**src/rtl/apb_wb_bridge.sv**
```systemverilog
// APB slave to Wishbone classic master bridge with an interrupt synchroniser.
// Optional macro WB_TIMEOUT_EN aborts a Wishbone cycle after TIMEOUT cycles without ack/err.
module apb_wb_bridge #(
  parameter int DW      = 32,
  parameter int AW      = 8,
  parameter int TIMEOUT = 255
) (
  input  logic          CLK,
  input  logic          nRST,
  input  logic          PSEL,
  input  logic          PENABLE,
  input  logic          PWRITE,
  input  logic [31:0]   PADDR,
  input  logic [DW-1:0] PWDATA,
  output logic [DW-1:0] PRDATA,
  output logic          PREADY,
  output logic          PSLVERR,
  output logic          wb_cyc_o,
  output logic          wb_stb_o,
  output logic          wb_we_o,
  output logic [AW-1:0] wb_adr_o,
  output logic [DW-1:0] wb_dat_o,
  input  logic [DW-1:0] wb_dat_i,
  input  logic          wb_ack_i,
  input  logic          wb_err_i,
  input  logic          irq_i,
  output logic          INT
);

  typedef enum logic [1:0] {IDLE, BUS, RESP} state_t;

  state_t        state, state_n;
  logic          cyc, cyc_n;
  logic          we, we_n;
  logic [AW-1:0] adr, adr_n;
  logic [DW-1:0] wdat, wdat_n;
  logic [DW-1:0] rdat, rdat_n;
  logic          slverr, slverr_n;
  logic          ready, ready_n;
  logic          timeout_hit;
  logic          irq_p0, irq_p1;
  logic          unused_addr;

  assign unused_addr = ^PADDR[31:AW];

`ifdef WB_TIMEOUT_EN
  localparam int CW = $clog2(TIMEOUT + 1);
  logic [CW-1:0] cnt;

  // Counter runs only while in BUS, so it is zero on every entry to BUS.
  always_ff @(posedge CLK or negedge nRST) begin
    if (!nRST)              cnt <= '0;
    else if (state != BUS)  cnt <= '0;
    else                    cnt <= cnt + CW'(1);
  end

  assign timeout_hit = (state == BUS) && (cnt == CW'(TIMEOUT - 1));
`else
  logic unused_timeout;
  assign unused_timeout = (TIMEOUT == 0);
  assign timeout_hit    = 1'b0;
`endif

  always_ff @(posedge CLK or negedge nRST) begin
    if (!nRST) begin
      state  <= IDLE;
      cyc    <= 1'b0;
      we     <= 1'b0;
      adr    <= '0;
      wdat   <= '0;
      rdat   <= '0;
      slverr <= 1'b0;
      ready  <= 1'b0;
    end else begin
      state  <= state_n;
      cyc    <= cyc_n;
      we     <= we_n;
      adr    <= adr_n;
      wdat   <= wdat_n;
      rdat   <= rdat_n;
      slverr <= slverr_n;
      ready  <= ready_n;
    end
  end

  always_comb begin
    state_n  = state;
    cyc_n    = cyc;
    we_n     = we;
    adr_n    = adr;
    wdat_n   = wdat;
    rdat_n   = rdat;
    slverr_n = slverr;
    ready_n  = 1'b0;
    case (state)
      IDLE: begin
        if (PSEL && !PENABLE) begin
          we_n    = PWRITE;
          adr_n   = PADDR[AW-1:0];
          wdat_n  = PWDATA;
          cyc_n   = 1'b1;
          state_n = BUS;
        end
      end
      BUS: begin
        if (wb_ack_i || wb_err_i || timeout_hit) begin
          cyc_n = 1'b0;
          // A master that dropped PSEL mid-transfer gets no response phase.
          if (PSEL) begin
            state_n  = RESP;
            ready_n  = 1'b1;
            slverr_n = wb_err_i || !wb_ack_i;
            rdat_n   = (wb_err_i || !wb_ack_i || we) ? '0 : wb_dat_i;
          end else begin
            state_n = IDLE;
          end
        end
      end
      RESP: begin
        state_n  = IDLE;
        rdat_n   = '0;
        slverr_n = 1'b0;
      end
      default: state_n = IDLE;
    endcase
  end

  always_ff @(posedge CLK or negedge nRST) begin
    if (!nRST) begin
      irq_p0 <= 1'b0;
      irq_p1 <= 1'b0;
    end else begin
      irq_p0 <= irq_i;
      irq_p1 <= irq_p0;
    end
  end

  assign PRDATA   = rdat;
  assign PREADY   = ready;
  assign PSLVERR  = slverr;
  assign wb_cyc_o = cyc;
  assign wb_stb_o = cyc;
  assign wb_we_o  = we;
  assign wb_adr_o = adr;
  assign wb_dat_o = wdat;
  assign INT      = irq_p1;

endmodule

```
**config.mk**
```make
export PLATFORM = sky130hd
export DESIGN_NAME = apb_wb_bridge
export DESIGN_NICKNAME = d
export VERILOG_FILES = /design/src/rtl/apb_wb_bridge.sv
export SDC_FILE = /design/constraint.sdc
export NUM_CORES = 1
export LEC_CHECK = 0
export BUFFER_PORTS_ARGS = -buffer_cell sky130_fd_sc_hd__buf_2
export CAP_MARGIN = 20
export CORE_ASPECT_RATIO = 0.9
export CORE_MARGIN = 10
export CORE_UTILIZATION = 46
export DETAILED_ROUTE_END_ITERATION = 6
export PLACE_DENSITY = 0.85
export SLEW_MARGIN = 10
export SYNTH_ARGS = -nofsm -noshare
export SYNTH_HDL_FRONTEND = slang
export SYNTH_SLANG_ARGS = --single-unit
```
**constraint.sdc**
```tcl
create_clock -name CLK -period 3.1 [get_ports CLK]
set_input_delay 0.465 -clock CLK [delete_from_list [all_inputs] [get_ports CLK]]
set_output_delay 0.465 -clock CLK [all_outputs]
set_load 0.1 [all_outputs]
```
==> summary.md, run 1 <==
| Metric | Value |
|---|---|
| Starting Density | `0.4799` |
| First drt pass iteration count | `4` |
| YS warnings | `0` |
| Crit path time final | `slightly above 2000 ps` |
| Multi-input gate area | `884.6 um2` |
| Clock sink count | `80` |
| Clk root buf | `clkbuf_8` |
| Area of the die | `between 10,000 and 15,000 um2` |
| Residual DRC | `0` |
| Switch Pwr | `between 1.5 and 2 mW` |
| Final Wtd Congestion | `around 0.75` |
| # resized after CTS | `0` |
| Slew HR | `0.3517` |
| Mapped cell area | `2983 um2` |
| Clock transition at path regs | `70 ps` |
| Startpoint types | `flip-flop` |
| Mean Syn Cell Area | `16.30 um2` |
| Max Cap Viol | `0` |
| Core ar. | `6216 um2` |
| Total Negative Setup Slacks | `0 ps` |
| Fin. max-slew vios | `0` |
| GR Util All Layers | `0.1483` |
| Sw frac | `0.4982` |
| WL final | `7582 um` |
| Setup bufs post-CTS | `0` |
| Seq/Total Area, Yosys | `0.6711` |
| Final Setup Violations | `0` |
| # hold bufs at CTS | `0` |
| Combinational share of power | `0.456` |
| Syn nets | `287` |
| Grt total ovfl | `0` |
| Clock Latency Late Sink | `330 ps` |
| Arrival @ worst endpoint | `~2300 ps` |
| DP HPWL | `between 5000 and 6000 um` |
| Status | `complete, no violations` |
| Setup CP Type | `flip-flop to flip-flop` |
| Synth Instances | `between 150 and 200` |
| Nets | `447` |
| Ant diodes | `0` |
| CP max stage delay | `~770 ps` |
| Total number of H-tree levels | `3` |
| Clk buf depth | `2` |
| Power, Total | `around 3.8 mW` |
| Worst-margin pin slew | `around 970 ps` |
| Largest net degree at the start of global routing | `81` |
| Final clock skew | `~9.7 ps` |
| Die Y | `96.40 um` |
| Wire per inst | `around 17 um` |
| Vias per cell | `4.947` |
| Hold Crit Class | `primary input to flip-flop` |
| Clock share of power | `0.202` |
| Routed vias | `roughly 2,200` |
| Register area | `around 2000 um2` |
| VDD IR max | `0.5484 mV` |
| Worst setup EP type | `flip-flop` |
| Crit share post-route | `0.6654` |
| Worst Path Max Fanout | `11` |
| CP required | `3310 ps` |
| Antenna violations before repair | `1` |
| First-pass GRT wire length | `12,250 um` |
| Drt initial violations | `49` |
| Maximum clock rate | `484.8 MHz` |
| Fin. Hold Viols | `0` |
| Cell-internal power | `between 1.5 and 2 mW` |
| RSZ-0062 raised after global routing | `no` |
| IO buf count | `157` |
| Seq pwr share | `0.342` |
| Die width | `between 100 and 150 um` |
| Pwr per Cell Area | `940.8 nW/um2` |
| Slowest CP cell | `nor4b_4` |
| Syn-to-layout area delta | `35.44%` |
| Antenna viol nets, final | `0` |
| Leak Pwr | `2.136 nW` |
| # fillers | `528` |
| Layout cell share with drive strength beyond 1 | `0.6293` |
| CTS tree | `done` |
| FP Rows | `27` |
| I/O pin cnt | `182` |
| Worst path cell trace | `nor4b_4 -> buf_4 -> mux2_2` |
| Flop and latch count out of synthesis | `80` |
| Cell variety after synth | `19` |
| Vias in the first global route | `2,440` |
| Total CTS buffers | `9` |
## cells in the mapped netlist, drive strengths merged
| cell type | count | area, um2 |
|---|---|---|
| dfrtp | 80 | 2002 |
| mux2 | 41 | 461.7 |
| a22o | 32 | 280.3 |
| buf | 12 | 88.82 |
| nor2 | 3 | 11.26 |
| o21ai | 3 | 15.01 |
| a31oi | 2 | 12.51 |
| inv | 2 | 7.510 |
| nand3b | 2 | 27.53 |
| nor4b | 2 | 47.55 |
| a31o | 1 | 8.760 |
| nand3 | 1 | 5.000 |
| nor2b | 1 | 6.260 |
| o22a | 1 | 8.760 |
## worst max-delay path, delay by kind of cell (launching register included)
family	cells	cell delay (ps)
mux	1	350
flops	1	510
simple gates	1	770
buf+inv	1	320
## placed cells by master (no fill, tap or decap), drive strengths merged, types with 2 or more instances in the layout
cell type    n
clkbuf      11
o21ai        3
a31oi        2
inv          2
buf        161
clkinv       2
dfrtp       80
a22o        32
clkinvlp     2
nand3b       2
mux2        41
nor4b        2
nor2         3
## cell families after synthesis
family,after synthesis,share of synthesized area
flip-flops,80,0.6711
multiplexers,41,0.1548
AO/OA/AOI/OAI,39,0.1091
buffers and inverters,14,0.03229
AND/OR/NAND/NOR,9,0.03272
## path summary, 6_finish.rpt
path	startpoint	to	slack (ps)	cells past startpoint
max	state[0]	wb_dat_o[11]	1040	3
min	irq_i	irq_p0	240	1
max reg2reg	state[0]	wb_dat_o[11]	1040	3
min reg2reg	irq_p0	INT	350	0
max in group asynchronous	nRST	wb_dat_o[14]	2170	1
min in group asynchronous	nRST	wb_adr_o[1]	250	1
## sequential cells by signal (all words and copies together) (netlist names)
name      flops
state         2
irq_p0        1
wb_we_o       1
PREADY        1
PRDATA       32
INT           1
wb_adr_o      8
wb_cyc_o      1
PSLVERR       1
wb_dat_o     32
## per-layer routing
metal	track usage	vias up	part of all wire
met3	0.06420	8	0.094
li1	-	992	-
met4	0.04680	2	0.010
met2	0.2510	96	0.50
met1	0.1689	1054	0.39
met5	0	-	0.0024
## through the flow
stage                     utilization  hold slack, ps  instances  setup WS (ps)  instance area (um2)
final                          0.6500           244.2        435           1037                 4040
after global routing           0.6500           213.9        435          915.7                 4040
after detailed placement       0.6167           337.1        419          980.3                 3834
after floorplan                     -           169.4        183           1284                 2983
after global placement         0.6167           334.2        419           1023                 3834
after CTS                      0.6500           224.5        435          993.3                 4040
## power by group through the flow
stage          registers [mW]  logic (mW)  clock network (mW)
6_report                 1.30        1.74               0.767
5_1_grt                  1.33        1.79               0.843
4_1_cts                  1.30        1.75               0.790
3_5_place_dp             1.32        1.75                   0
3_3_place_gp             1.31        1.73                   0
2_1_floorplan            2.53       0.226                   0
## cell type report
cell class	count	share of cell area
sequential	80	0.4955
tap	87	0.02694
clock inverter	5	0.01363
inverter	2	0.001858
timing repair buffer	161	0.2056
clock buffer	11	0.03747
multi-input combinational	89	0.2190
No activity file was read; power rests on OpenSTA's default activity.
==> run 2: changes to the inputs <==
CORE_UTILIZATION = 39   (was 46)
PLACE_DENSITY = 0.77   (was 0.85)
clock period = 1.8 ns   (was 3.1 ns; I/O delays follow)
==> run 2 against run 1 <==
- critical path depth unchanged
- wire length is 1.4% lower
- maximum frequency rose by 31%
- global-route usage is 2.3 points lower
- worst hold slack got worse by 200 ps
- clock power rose by 62%
- register-to-register slack got worse by 810 ps
==> summary.md, run 2 (same netlist as run 1, synthesis figures left out) <==
| Metric | Value |
|---|---|
| Dpl ws | `228.7 ps (-751.6 ps)` |
| Vias per cell | `4.690 (-5.2%)` |
| Final setup margin | `231.4 ps (-805.9 ps)` |
| VDD IR max | `0.7100 mV (+29%)` |
| Setup CP Type | `flip-flop to flip-flop` |
| CP required | `2020 ps (-1290 ps)` |
| Max Cap Viol | `0 (unchanged)` |
| Grt total ovfl | `0 (unchanged)` |
| Inst Count DP | `432 (+3.1%)` |
| Worst-margin pin slew | `509.4 ps (-463.0 ps)` |
| Final Setup Violations | `0 (unchanged)` |
| # fillers | `664 (+26%)` |
| Crit share post-route | `0.8715 (+0.2061)` |
| Hold Crit Class | `primary input to flip-flop` |
| Sw frac | `0.5025 (+0.004361)` |
| GR Util All Layers | `0.1258 (-0.02257)` |
| Worst setup EP type | `flip-flop` |
| Layout cell share with drive strength beyond 1 | `0.6261 (-0.003248)` |
| Combinational share of power | `0.465 (+0.009)` |
| Fin. Hold Viols | `0 (unchanged)` |
| Crit path time final | `1569 ps (-494.1 ps)` |
| Ant diodes | `0 (unchanged)` |
| Drt initial violations | `52 (+6.1%)` |
| Die Y | `103.0 um (+6.8%)` |
| Cell-internal power | `3.220 mW (+69%)` |
| FP Rows | `30 (+11%)` |
| Core ar. | `7507 um2 (+21%)` |
| Vias in the first global route | `2,330 (-4.5%)` |
| Slew HR | `0.6627 (+0.3110)` |
| Final Wtd Congestion | `0.7546 (+0.48%)` |
| RSZ-0062 raised after global routing | `no` |
| Antenna violations before repair | `0 (-1)` |
| Clock share of power | `0.192 (-0.010)` |
| # resized after CTS | `0 (unchanged)` |
| CP max stage delay | `450 ps (-320 ps)` |
| Starting Density | `0.3973 (-0.08254)` |
| Fin. max-slew vios | `0 (unchanged)` |
| Total CTS buffers | `9 (unchanged)` |
| Maximum clock rate | `637.5 MHz (+31%)` |
| Post-Layout Cell Count | `449 (+3.2%)` |
| Routed vias | `2,106 (-2.1%)` |
| I/O pin cnt | `182 (unchanged)` |
| Syn-to-layout area delta | `37.00%` |
| Residual DRC | `0 (unchanged)` |
| Nets | `452 (+1.1%)` |
| Final clock skew | `6.309 ps (-3.364 ps)` |
| Clock transition at path regs | `70 ps (about the same)` |
| IO buf count | `157 (unchanged)` |
| Most frequent cells in the layout | `buf_2 (156), dfrtp_1 (80), mux2_2 (38)` |
| Seq pwr share | `0.343 (about the same)` |
| DP HPWL | `5927 um (-0.25%)` |
| Slowest CP cell | `dfrtp_1` |
| Clk buf depth | `2 (unchanged)` |
| Largest net degree at the start of global routing | `33 (-59%)` |
| Antenna viol nets, final | `0 (unchanged)` |
| Switch Pwr | `3.253 mW (+72%)` |
| Multi-input gate area | `884.6 um2 (unchanged)` |
| Worst Path Max Fanout | `21 (+10)` |
| WL final | `7475 um (-1.4%)` |
| Pwr per Cell Area | `1584 nW/um2 (+68%)` |
| Worst path cell trace | `nor4b_4 -> buf_4 -> mux2_2` |
| Startpoint types | `flip-flop` |
| Clk root buf | `clkbuf_8` |
| First drt pass iteration count | `4 (unchanged)` |
| Register area | `2002 um2 (unchanged)` |
| Clock sink count | `80 (unchanged)` |
| Die width | `112.2 um (+7.0%)` |
| Commonest non-fill, non-tap cell in the layout | `buf_2` |
| First-pass GRT wire length | `11,560 um (-5.6%)` |
| Total number of H-tree levels | `3 (unchanged)` |
| Status | `complete, no violations` |
| Arrival @ worst endpoint | `1790 ps (-480 ps)` |
| Area of the die | `11,550 um2 (+14%)` |
| CTS tree | `done` |
| Wire per inst | `16.65 um (-4.5%)` |
| Leak Pwr | `2.148 nW (+0.56%)` |
| Clock Latency Late Sink | `340 ps (about the same)` |
| Total Negative Setup Slacks | `0 ps (unchanged)` |
==> run 2: cell types whose count changed in the layout (fill, tap and decap cells not counted) <==
cell           delta
dlygate4sd3_1     +1
clkinv_2          -1
clkbuf_8          -2
clkbuf_1          +2
buf_4             +3
buf_12            +1
clkinvlp_4        +1
==> run 2: what timing repair did <==
action / 4_1_cts / 5_1_grt
buffers inserted: 0 / 0
endpoints found under the setup margin: 0 / 0
endpoints found under the hold margin: 26 / 0
hold buffers: 1 / 0
==> run 2: path summary, 6_finish.rpt <==
check / endpoint / from / slack [ps] / depth (start not counted)
max: wb_adr_o[0] / state[1] / 230 / 3
min: irq_p0 / irq_i / 40 / 1
max reg2reg: wb_adr_o[0] / state[1] / 230 / 3
min reg2reg: INT / irq_p0 / 360 / 0
max in group asynchronous: wb_adr_o[3] / nRST / 870 / 3
min in group asynchronous: wb_dat_o[29] / nRST / 410 / 2
==> run 2: worst max-delay path, delay by kind of cell, from the launching register on <==
| kind | cells | cell delay, ps |
|---|---|---|
| multiplexers | 1 | 380 |
| AND/OR/NAND/NOR | 1 | 280 |
| flip-flops | 1 | 450 |
| buffers and inverters | 1 | 320 |
==> run 2: power by group through the flow <==
stage / clock network (mW) / registers, mW / logic [mW]
after global placement: 0 / 2.24 / 3.01
after floorplan: 0 / 4.35 / 0.389
after global routing: 1.40 / 2.27 / 3.09
after CTS: 1.30 / 2.23 / 3.03
final: 1.24 / 2.22 / 3.01
after detailed placement: 0 / 2.26 / 3.03
==> run 2: cell type report <==
cell class | instances | share of cell area
multi-input cells | 89 | 0.2165
repair buffers | 166 | 0.2162
well taps | 96 | 0.02939
inverters | 2 | 0.001837
flip-flops and latches | 80 | 0.4899
clock buffers | 11 | 0.03215
clock inverters | 5 | 0.01408
==> run 2: through the flow <==
step / hold WS [ps] / instance area [um2] / utilization / total power, mW
after floorplan: -25.59 / 2983 / - / 4.739
after global placement: 214.9 / 3887 / 0.5178 / 5.253
after detailed placement: 223.3 / 3887 / 0.5178 / 5.295
after CTS: 21.00 / 4086 / 0.5443 / 6.564
after global routing: 12.04 / 4086 / 0.5443 / 6.761
final: 40.42 / 4086 / 0.5443 / 6.473
==> run 2: metal layers <==
metal,track usage,wire (um),vias to the layer above
met5,0,0,-
met4,0.02924,82,0
met3,0.07446,761,9
met2,0.2132,3814,92
met1,0.1327,2815,1003
li1,-,-,1002
